**src/rtl/overcooked_pkg.sv**
```systemverilog
// overcooked_pkg
// Shared constants and types for the kitchen game logic: keyboard codes,
// tile identifiers, held-sprite indices and the pot state encoding seen by
// the onion module.
// Ports: none (package).
package overcooked_pkg;

  localparam logic [7:0] KEY_E = 8'h08;
  localparam logic [7:0] KEY_Q = 8'h14;

  typedef enum logic [3:0] {
    TILE_FLOOR   = 4'd0,
    TILE_WALL    = 4'd1,
    TILE_CRATE   = 4'd2,
    TILE_STOVE   = 4'd3,
    TILE_COUNTER = 4'd4,
    TILE_CUTTING = 4'd5,
    TILE_TRASH   = 4'd6
  } tile_t;

  typedef enum logic [2:0] {
    SPR_NONE  = 3'd0,
    SPR_ONION = 3'd3,
    SPR_PLATE = 3'd5
  } sprite_t;

  // bit0 low means the pot still accepts onions; DONE and BURNT share 11.
  typedef enum logic [1:0] {
    POT_EMPTY   = 2'b00,
    POT_FILLING = 2'b10,
    POT_COOKING = 2'b01,
    POT_READY   = 2'b11
  } pot_state_t;

endpackage

```
**src/rtl/key_debounce.sv**
```systemverilog
// key_debounce
// Turns a held keyboard code into spaced single-frame action requests.
// A frame counter counts up (saturating at 15) on every frame that does not
// fire; a frame where KEY is down and the count has reached DEBOUNCE fires
// and clears the count. Holding KEY therefore fires once every DEBOUNCE+1
// frames.
// Ports:
//   frame_clk  in   vsync clock
//   Reset      in   asynchronous, active-high
//   keycode    in   current keyboard code
//   fire       out  combinational: KEY pressed and spacing satisfied
module key_debounce #(
  parameter logic [7:0] KEY      = 8'h08,
  parameter int         DEBOUNCE = 3
) (
  input  logic       frame_clk,
  input  logic       Reset,
  input  logic [7:0] keycode,
  output logic       fire
);

  logic [3:0] dbCount;

  assign fire = (keycode == KEY) && (dbCount >= 4'(DEBOUNCE));

  always_ff @(posedge frame_clk or posedge Reset) begin
    if (Reset)
      dbCount <= '0;
    else if (fire)
      dbCount <= '0;
    else if (dbCount != 4'hF)
      dbCount <= dbCount + 4'd1;
  end

endmodule

```
**src/rtl/pot_controller.sv**
```systemverilog
// pot_controller
// Stove pot sequencer, one per stove tile. Takes chopped onions, cooks,
// then burns if left too long; the player serves onto a plate or dumps a
// burnt pot. All outputs are registered or decoded from registered state.
// Ports:
//   frame_clk, Reset        vsync clock, async active-high reset
//   keycode                 keyboard code (E = action)
//   wallFlag, tileType      penguin is at a counter and facing this stove
//   heldSpriteIndexIn       what the penguin holds (none/onion/plate)
//   onionChopped            held onion is chopped
//   potState                pot encoding for the onion module
//   potOnionPresent         pot holds at least one onion
//   onionCount              onions in the pot
//   cookProgress            cook quarter elapsed (3 once cooked)
//   burnt                   pot is burnt
//   onionTaken, soupServed, potDumped   one-frame event pulses
//
// state     | meaning
// S_EMPTY   | no onions, idle
// S_FILLING | some onions, waiting for more
// S_COOKING | full, cook timer running, keys ignored
// S_DONE    | soup ready, burn timer running
// S_BURNT   | soup ruined, must be dumped empty-handed
module pot_controller
  import overcooked_pkg::*;
#(
  parameter int ONIONS_PER_SOUP = 3,
  parameter int COOK_FRAMES     = 300,
  parameter int BURN_FRAMES     = 420,
  parameter int TIMER_BITS      = 10,
  parameter int DEBOUNCE        = 3
) (
  input  logic       frame_clk,
  input  logic       Reset,
  input  logic [7:0] keycode,
  input  logic       wallFlag,
  input  logic [3:0] tileType,
  input  logic [2:0] heldSpriteIndexIn,
  input  logic       onionChopped,
  output logic [1:0] potState,
  output logic       potOnionPresent,
  output logic [2:0] onionCount,
  output logic [1:0] cookProgress,
  output logic       burnt,
  output logic       onionTaken,
  output logic       soupServed,
  output logic       potDumped
);

  typedef enum logic [2:0] {S_EMPTY, S_FILLING, S_COOKING, S_DONE, S_BURNT} state_t;

  localparam logic [TIMER_BITS-1:0] TIMER_ONE = TIMER_BITS'(1);
  localparam logic [TIMER_BITS-1:0] COOK_LAST = TIMER_BITS'(COOK_FRAMES - 1);
  localparam logic [TIMER_BITS-1:0] BURN_LAST = TIMER_BITS'(BURN_FRAMES - 1);
  localparam logic [TIMER_BITS-1:0] COOK_Q1   = TIMER_BITS'(COOK_FRAMES * 1 / 4);
  localparam logic [TIMER_BITS-1:0] COOK_Q2   = TIMER_BITS'(COOK_FRAMES * 2 / 4);
  localparam logic [TIMER_BITS-1:0] COOK_Q3   = TIMER_BITS'(COOK_FRAMES * 3 / 4);
  localparam logic [2:0]            FULL      = 3'(ONIONS_PER_SOUP);

  state_t                state, state_n;
  logic [2:0]            count_n;
  logic [TIMER_BITS-1:0] timer, timer_n;
  logic                  taken_n, served_n, dumped_n;
  logic                  keyFire, act;

  key_debounce #(.KEY(KEY_E), .DEBOUNCE(DEBOUNCE)) u_key_e (
    .frame_clk (frame_clk),
    .Reset     (Reset),
    .keycode   (keycode),
    .fire      (keyFire)
  );

  assign act = keyFire && wallFlag && (tileType == TILE_STOVE);

  always_ff @(posedge frame_clk or posedge Reset) begin
    if (Reset) begin
      state      <= S_EMPTY;
      onionCount <= '0;
      timer      <= '0;
      onionTaken <= 1'b0;
      soupServed <= 1'b0;
      potDumped  <= 1'b0;
    end else begin
      state      <= state_n;
      onionCount <= count_n;
      timer      <= timer_n;
      onionTaken <= taken_n;
      soupServed <= served_n;
      potDumped  <= dumped_n;
    end
  end

  always_comb begin
    state_n  = state;
    count_n  = onionCount;
    timer_n  = timer;
    taken_n  = 1'b0;
    served_n = 1'b0;
    dumped_n = 1'b0;
    case (state)
      S_EMPTY, S_FILLING: begin
        if (act && heldSpriteIndexIn == SPR_ONION && onionChopped && onionCount < FULL) begin
          count_n = onionCount + 3'd1;
          taken_n = 1'b1;
          if (count_n == FULL) begin
            state_n = S_COOKING;
            timer_n = '0;
          end else begin
            state_n = S_FILLING;
          end
        end
      end
      S_COOKING: begin
        if (timer == COOK_LAST) begin
          state_n = S_DONE;
          timer_n = '0;
        end else begin
          timer_n = timer + TIMER_ONE;
        end
      end
      S_DONE: begin
        // serving wins over burning on the same frame
        if (act && heldSpriteIndexIn == SPR_PLATE) begin
          served_n = 1'b1;
          state_n  = S_EMPTY;
          count_n  = '0;
          timer_n  = '0;
        end else if (timer == BURN_LAST) begin
          state_n = S_BURNT;
          timer_n = '0;
        end else begin
          timer_n = timer + TIMER_ONE;
        end
      end
      S_BURNT: begin
        if (act && heldSpriteIndexIn == SPR_NONE) begin
          dumped_n = 1'b1;
          state_n  = S_EMPTY;
          count_n  = '0;
          timer_n  = '0;
        end
      end
      default: begin
        state_n = S_EMPTY;
        count_n = '0;
        timer_n = '0;
      end
    endcase
  end

  always_comb begin
    potState     = POT_EMPTY;
    cookProgress = 2'd0;
    case (state)
      S_FILLING: potState = POT_FILLING;
      S_COOKING: begin
        potState     = POT_COOKING;
        cookProgress = 2'((timer >= COOK_Q1)) + 2'((timer >= COOK_Q2)) + 2'((timer >= COOK_Q3));
      end
      S_DONE, S_BURNT: begin
        potState     = POT_READY;
        cookProgress = 2'd3;
      end
      default: potState = POT_EMPTY;
    endcase
  end

  assign potOnionPresent = (onionCount != 3'd0);
  assign burnt           = (state == S_BURNT);

endmodule
```
**config.mk**
```make
export PLATFORM = sky130hd
export DESIGN_NAME = pot_controller
export DESIGN_NICKNAME = d
export VERILOG_FILES = /design/src/rtl/overcooked_pkg.sv /design/src/rtl/key_debounce.sv /design/src/rtl/pot_controller.sv
export SDC_FILE = /design/constraint.sdc
export NUM_CORES = 1
export LEC_CHECK = 0
export BUFFER_PORTS_ARGS = -buffer_cell sky130_fd_sc_hd__buf_2
export CAP_MARGIN = 0
export CORE_MARGIN = 2
export CORE_UTILIZATION = 57
export DETAILED_ROUTE_END_ITERATION = 10
export MAX_ROUTING_LAYER = met4
export PLACE_DENSITY_LB_ADDON = 0.1
export SLEW_MARGIN = 20
export SYNTH_ARGS = -nofsm -noshare
export SYNTH_HDL_FRONTEND = slang
export SYNTH_HIERARCHICAL = 1
export SYNTH_SLANG_ARGS = --single-unit
```
**constraint.sdc**
```tcl
create_clock -name frame_clk -period 7.58 [get_ports frame_clk]
set_clock_uncertainty 0.05 [all_clocks]
set_input_delay 0.758 -clock frame_clk [delete_from_list [all_inputs] [get_ports frame_clk]]
set_output_delay 0.758 -clock frame_clk [all_outputs]
set_load 0.03 [all_outputs]
```
Word level (Yosys, flattened, before mapping)
Cells that the tools add are included.
{"block": "classes", "n_div": 0, "n_shift": 0, "eq_ne": 18, "n_addsub": 5, "bitwise_logic": 1, "multipliers": 0, "magnitude_cmp": 5, "muxes": 27, "n_reduce_logical": 17}
{"op": "10-bit two-way mux", "count": 6}
{"op": "10-bit one-hot mux with 4 select lines", "count": 1}
{"op": "3-bit one-hot mux with 4 select lines", "count": 2}
{"op": "3-bit two-way mux", "count": 7}
{"op": "10-bit by 9-bit equality test with 1-bit output (second input constant)", "count": 2}
{"op": "10-bit by 8-bit >= comparator with 1-bit output (second input constant)", "count": 2}
{"op": "3-bit by 2-bit equality test with 1-bit output (second input constant)", "count": 4}
{"op": "10-bit by 1-bit adder with 10-bit output (second input constant)", "count": 1}
{"op": "10-bit by 7-bit >= comparator with 1-bit output (second input constant)", "count": 1}
{"op": "8-bit by 4-bit equality test with 1-bit output (second input constant)", "count": 1}
{"op": "1-bit logical AND", "count": 8}
{"op": "4-bit two-way mux", "count": 2}
{"op": "2-bit inequality test (second input constant)", "count": 4}
{"op": "4-bit AND reduction", "count": 2}
{"op": "3-bit equality test (second input constant)", "count": 2}
{"op": "3-bit zero test", "count": 2}
{"op": "1-bit two-way mux", "count": 6}
{"op": "2-bit one-hot mux with 3 select lines", "count": 1}
{"op": "4-bit by 1-bit adder with 4-bit output (second input constant)", "count": 1}
{"op": "4-bit by 2-bit equality test with 1-bit output (second input constant)", "count": 1}
{"op": "4-bit by 2-bit >= comparator with 1-bit output (second input constant)", "count": 1}
{"op": "4-bit inequality test (second input constant)", "count": 1}
{"op": "2-bit one-hot mux with 2 select lines", "count": 1}
{"op": "2-bit OR reduction", "count": 2}
{"op": "12 further kinds", "count": 12}
{"block": "totals", "latchBits": 0, "elab_cells": 80, "register_bits": 23, "n_memories": 0, "out_inout_bits": 12, "inputBits": 19, "romBits": 0, "ramBits": 0}

Longest topological paths before layout
Gate-level depths: netlist of the first run.
{"block": "logic_depth", "ltp_word": 9, "mapped_depth": 10, "mapped_depth_nobuf": 9}

By module
The synthesis of the first run kept the hierarchy.
{"module": "pot_controller", "area_each_um2": 1382.6, "instances": 1, "cells_per_inst": 154, "seq_area_each_um2": 475.5}
{"module": "key_debounce", "area_each_um2": 260.2, "instances": 1, "cells_per_inst": 27, "seq_area_each_um2": 100.1}

Worst setup path before layout of the first run
OpenSTA, ideal clock, no wires.
{"block": "synth_path", "path_kind": "register to output", "from": "reg timer[2]", "to": "out cookProgress[0]", "path_buffers": 1, "stages_incl_launch_ff": 9, "arrival_ns": 2.376, "slack_ns": 4.396, "required_ns": 6.772, "path_cell_list": "dfrtp_1 clkbuf_1 or2_2 or4b_2 nand4_1 nand2_1 fa_1 o21ai_0 nand2_1"}
{"block": "synth_via", "elab_chain_len": 4, "word_cells_on_any_way": 6, "cone_classes": "add/sub: 2; order compare: 3; mux: 1"}
{"element": "start, declared", "line_no": "pot_controller.sv:62", "source": "logic [TIMER_BITS-1:0] timer, timer_n;"}
{"element": "start signal, assigned", "line_no": "pot_controller.sv:86", "source": "timer <= timer_n;"}
{"element": "10-bit by 7-bit >= comparator with 1-bit output / 10-bit by 8-bit >= comparator with 1-bit output (equally long branches)", "line_no": "pot_controller.sv:158", "source": "cookProgress = 2'((timer >= COOK_Q1)) + 2'((timer >= COOK_Q2)) + 2'((timer >= COOK_Q3));"}
{"element": "1-bit by 1-bit adder with 2-bit output", "line_no": "pot_controller.sv:158"}
{"element": "2-bit by 1-bit adder with 2-bit output *", "line_no": "pot_controller.sv:158"}
{"element": "2-bit one-hot mux with 2 select lines *", "line_no": "pot_controller.sv:154", "source": "case (state)"}
{"element": "end, declared", "line_no": "pot_controller.sv:43", "source": "output logic [1:0] cookProgress,"}
Mark *: on every way between the ends. The rest lies on a longest branch, timed or not.

Worst setup path in the final report of the first run
Ends and elaborated chain as after synthesis.

==> metrics, run 1 <==
die area 3330 µm²; Seq/Total Area, Yosys 0.350; FF-to-FF Start u_key_e/dbCount[0]; Root Buffer clkbuf_4; top-count cell post-synth dfrtp_1; hold bufs inserted after CTS 0; slowest CP cell or4b_2; Setup TNS 0 ns; global route total overflow 0; Worst VDD drop 162 µV; Hold/Removal Path Class input pin to asynchronous set/reset pin; Critical Path RT 6.77 ns; Wirelength per Cell 14.0 µm; Die Y 57.7 µm; RePlAce Congestion 0.848; CP endpoint kind output port; worst slew pin tran 0.740 ns; Starting Density 0.596; Buffers on Ports 30; flops & latches, synth 23; number of global-route vias before repair 1,289; P_leak 0.858 nW; DR pass1 iterations 4; area of the multi-input gates 975 µm²; worst hold margin 0.261 ns; Layout Nets 232; min Tclk post-route 3.66 ns; r2r setup slk 4.86 ns; CP Max Fanout 10; # fillers 234; worst skew pair latency 0.31 ns; post-route clock period utilization 0.483; layout cells sized above 1 0.241; syn_nets 209; # diodes 0; 1st-iter DRT viols 57; CP Capture Point cookProgress[0]; r2r endpoint state[0]; total number of vias 1,402; Synth area leader dfrtp_1; Total Routed Length 3270 µm; core area 2760 µm²; area share of the largest cell type after synthesis 0.350; Final Core Density 0.656; worst path cell trace or2_2, or4b_2, nand4_1, nand2_1, fa_1, o21ai_0, nand2_1, buf_2; Setup Fix Bufs, Post-CTS 0; Clock transition at path regs 0.14 ns; # clock sinks 23; syn avg cell area 9.08 µm²; library cells used by synthesis 59; Area Overhead vs Synth 10.1%; post-detail-place hpwl 2530 µm; Max stage delay on crit path 0.61 ns; TritonCTS Buffers 3; Pins Over Slew Limit 0; initial antenna violation count 0; first-pass GRT wire length 5760 µm; TritonCTS clock tree built; chip width 57.7 µm; RSZ-0062 raised after global routing no; Storage cell area 576 µm²; Post-synth EDFFs 0; Setup Viol. Count Final 0; Bufs and invs on worst path 1; r2r worst-path depth 8; run status finished, final reports clean; Crit path max-delay family simple AND/OR/NAND/NOR gates; via density per instance 5.99; Site Rows 19; top post-synthesis cells by count dfrtp_1 (23), nand2_1 (15), nor2_1 (13); max cap viols 0; fmax 0.273 GHz; critical path launch point timer[2]; DRC 0; Warnings, synthesis 6; FFs w/ async S/R, synth 1.00; Hold Vio Cnt, Final 0; CP Depth 8; Startpoint Class flop; Most used DFF post-synth dfrtp_1; total track usage 0.227; IO Pins 31; most used cell, CP nand2_1; Synth area leaders dfrtp_1 (35%), ha_1 (6.1%), nand2_1 (3.4%); largest net degree at the start of global routing 22; Syn Inst Count 181; area of the mapped netlist 1640 µm²; Setup Crit Path Kind flop to output port; Power Density 144 nW/µm²; Rel. slew slack 0.506; post-CTS resize count 0; maximum clock path buffer count 2; post-route ant nets 0; Arr. time, crit path 2.86 ns; H-tree depth 1
cells by family (layout without fill, tap and decap cells):
family                   Yosys count  count (layout)  share of synthesized area
AND/OR/NAND/NOR                   73              73                      0.268
AO/OA/AOI/OAI                     49              49                      0.218
flip-flops                        23              23                      0.350
buffers and inverters             23              45                     0.0678
adder cells (fa/ha/maj)            9               9                     0.0731
XOR/XNOR                           2               2                     0.0107
multiplexers                       2               2                     0.0122
routing by layer:
metal / wire length, µm / vias to the layer above / GRT usage
met3: 145 / 2 / 0.0335
met2: 1610 / 33 / 0.386
met5: 0 / - / -
li1: - / 700 / -
met1: 1490 / 667 / 0.282
met4: 20 / 0 / 0.0598
worst min path at each step:
stage                  startpoint            endpoint  slack (ns)  cells past startpoint
2_1_floorplan               Reset  u_key_e/dbCount[0]        0.47                      1
3_3_place_gp   u_key_e/dbCount[0]  u_key_e/dbCount[0]        0.51                      1
3_5_place_dp   u_key_e/dbCount[0]  u_key_e/dbCount[0]        0.53                      1
4_1_cts                     Reset  u_key_e/dbCount[2]        0.26                      2
5_1_grt                     Reset  u_key_e/dbCount[3]        0.25                      2
6_report                    Reset  u_key_e/dbCount[1]        0.26                      2
cell usage in the layout, fill, tap and decap left out, types with 5 or more instances in the layout:
master,n
nand2b_1,5
nand2_1,15
o21ai_0,8
a31oi_1,6
nand3_1,9
buf_2,30
dfrtp_1,23
nor2_1,13
ha_1,8
inv_1,10
a21oi_1,8
layout make-up:
type	instances	area share
clock buffer	3	0.0124
multi-input combinational	135	0.539
inverter	11	0.0235
sequential	23	0.318
tap	31	0.0214
timing repair buffer	30	0.0830
clock inverter	1	0.00277
report_power, final:
group,switching [mW],internal [mW],total (mW)
Combinational,0.0276,0.0255,0.0531
Clock,0.0380,0.0197,0.0577
Sequential,0.0162,0.133,0.150
flip-flops by register name (all words and copies together), names as in the netlist:
name             flops
potDumped            1
timer               10
soupServed           1
onionCount           3
state                3
onionTaken           1
u_key_e/dbCount      4
through the flow:
step                worst slack [ns]  instances  power, mW  cell area, µm²
floorplan                       4.40        181      0.186            1640
global placement                4.27        230      0.201            1770
detailed placement              4.21        230      0.203            1770
CTS                             3.90        234      0.260            1800
global route                    3.76        234      0.279            1810
finish                          3.92        234      0.260            1810
(Power assumes the default switching activity.)
==> run 2, diff against run 1 <==
--- a/config.mk
+++ b/config.mk
@@ -8,7 +8,7 @@
 export BUFFER_PORTS_ARGS = -buffer_cell sky130_fd_sc_hd__buf_2
 export CAP_MARGIN = 0
 export CORE_MARGIN = 2
-export CORE_UTILIZATION = 57
+export CORE_UTILIZATION = 50
 export DETAILED_ROUTE_END_ITERATION = 10
 export MAX_ROUTING_LAYER = met4
 export PLACE_DENSITY_LB_ADDON = 0.1
==> constraint.sdc (replaced) <==
create_clock -name frame_clk -period 3.15 [get_ports frame_clk]
set_clock_uncertainty 0.05 [all_clocks]
set_input_delay 0.315 -clock frame_clk [delete_from_list [all_inputs] [get_ports frame_clk]]
set_output_delay 0.315 -clock frame_clk [all_outputs]
set_load 0.03 [all_outputs]
==> metrics, run 2 (synthesized netlist as in run 1, its figures left out) <==
Root Buffer clkbuf_4; Setup Crit Path Kind flop to output port; Critical Path RT 2.78 ns; first-pass GRT wire length 6180 µm; Setup Viol. Count Final 0; Starting Density 0.534; chip width 61.3 µm; worst slew pin tran 0.782 ns; TritonCTS Buffers 3; total track usage 0.228; number of global-route vias before repair 1,341; DR pass1 iterations 5; Buffers on Ports 30; CP endpoint kind output port; via density per instance 5.80; RePlAce Congestion 0.898; Power Density 338 nW/µm²; die area 3760 µm²; total number of vias 1,472; TritonCTS clock tree built; Hold Vio Cnt, Final 0; Wirelength per Cell 15.0 µm; Startpoint Class flop; commonest non-fill, non-tap cell in the layout buf_2; placed cells 244; Area Overhead vs Synth 14.6%; most frequent cells in the layout buf_2 (29), dfrtp_1 (19), nand2_1 (15); max FFs per register 10; post-route ant nets 0; fmax 0.332 GHz; maximum clock path buffer count 2; r2r setup slk 0.48 ns; Hold/Removal Path Class input pin to flop; biggest registers after layout timer x10, u_key_e/dbCount x4; # clock sinks 23; FF-to-FF Start u_key_e/dbCount[0]; Max stage delay on crit path 0.63 ns; CP Max Fanout 7; Layout Nets 239; worst skew pair latency 0.32 ns; Pins Over Slew Limit 0; min Tclk post-route 3.01 ns; P_leak 0.887 nW; max cap viols 0; Setup TNS 0 ns; non-filler cells, final 254; slowest CP cell or4b_2; IO Pins 31; 1st-iter DRT viols 81; critical path launch point timer[0]; Reg with most FFs timer; H-tree depth 1; core area 3080 µm²; Die Y 61.3 µm; run status finished, final reports clean; post-detail-place hpwl 2780 µm; post-route clock period utilization 0.956; most used cell, CP nand2_1; Rel. slew slack 0.478; global route total overflow 0; initial antenna violation count 0; worst path cell trace ha_1, or4b_2, nand4_1, nand2_1, fa_1, o21ai_1, nand2_1, buf_6; DRC 0; Worst VDD drop 198 µV; largest net degree at the start of global routing 20; worst hold start heldSpriteIndexIn[0]; layout cells sized above 1 0.281; Clock transition at path regs 0.13 ns; Site Rows 20; # diodes 0; Arr. time, crit path 2.65 ns; RSZ-0062 raised after global routing no; Total Routed Length 3820 µm
run 2: cell types whose count changed in the layout (fill, tap and decap cells not counted), sizes merged:
cell and change:
buf +6, dlygate4sd3 +1
run 2: power by group:
group	internal, mW	switching, mW	leakage [nW]
sequential	0.321	0.0398	0.285
clock	0.0477	0.0979	0.0177
combinational	0.0625	0.0672	0.584
total	0.431	0.205	0.887
run 2: path summary, 6_finish.rpt:
path	end	depth (start not counted)
setup / recovery	cookProgress[0]	8
hold / removal	potDumped	2
setup reg to reg	timer[4]	9
hold reg to reg	timer[0]	1
max in group asynchronous	timer[0]	3
min in group asynchronous	u_key_e/dbCount[1]	3
run 2: area by class of cell:
cell class,instances,area [µm²]
multi-input combinational,135,966
clock inverter,1,5.00
sequential,23,581
inverter,11,42.5
tap,44,55.1
clock buffer,3,22.5
timing repair buffer,37,211
fill,285,1190
run 2: repair_timing:
action                                  4_1_cts  5_1_grt
cloned                                        0        0
setup buffers                                 1        4
hold buffers                                  1        0
endpoints found under the setup margin        1        2
pin swaps                                     0        2
hold endpoints to repair                      4        0
resized for setup                             3        6
run 2: worst max-delay path, delay by kind of cell, from the launching register on:
kind	cells	cell delay [ns]
AO/OA/AOI/OAI	1	0.14
buffers and inverters	1	0.15
AND/OR/NAND/NOR	4	0.92
flip-flops	1	0.47
adder cells (fa/ha/maj)	2	0.64
run 2: per-stage QoR:
step                      cell area (µm²)  hold slack [ns]  power (mW)  utilization  worst slack [ns]
after CTS                            1840            0.155       0.642        0.599           0.00297
after detailed placement             1790            0.164       0.495        0.583             0.298
after global routing                 1880            0.163       0.677        0.612           0.00209
after global placement               1790            0.154       0.481        0.583             0.368
after floorplan                      1640           0.0311       0.447            -             0.409
final                                1880            0.163       0.636        0.612             0.138
run 2: layer usage:
metal / routed length [µm] / part of all wire / global-route usage / vias to the layer above
li1: - / - / - / 717
met3: 191 / 0.050 / 0.0357 / 7
met1: 1690 / 0.44 / 0.287 / 705
met4: 68 / 0.018 / 0.0839 / 0
met5: 0 / 0 / - / -
met2: 1860 / 0.49 / 0.368 / 43
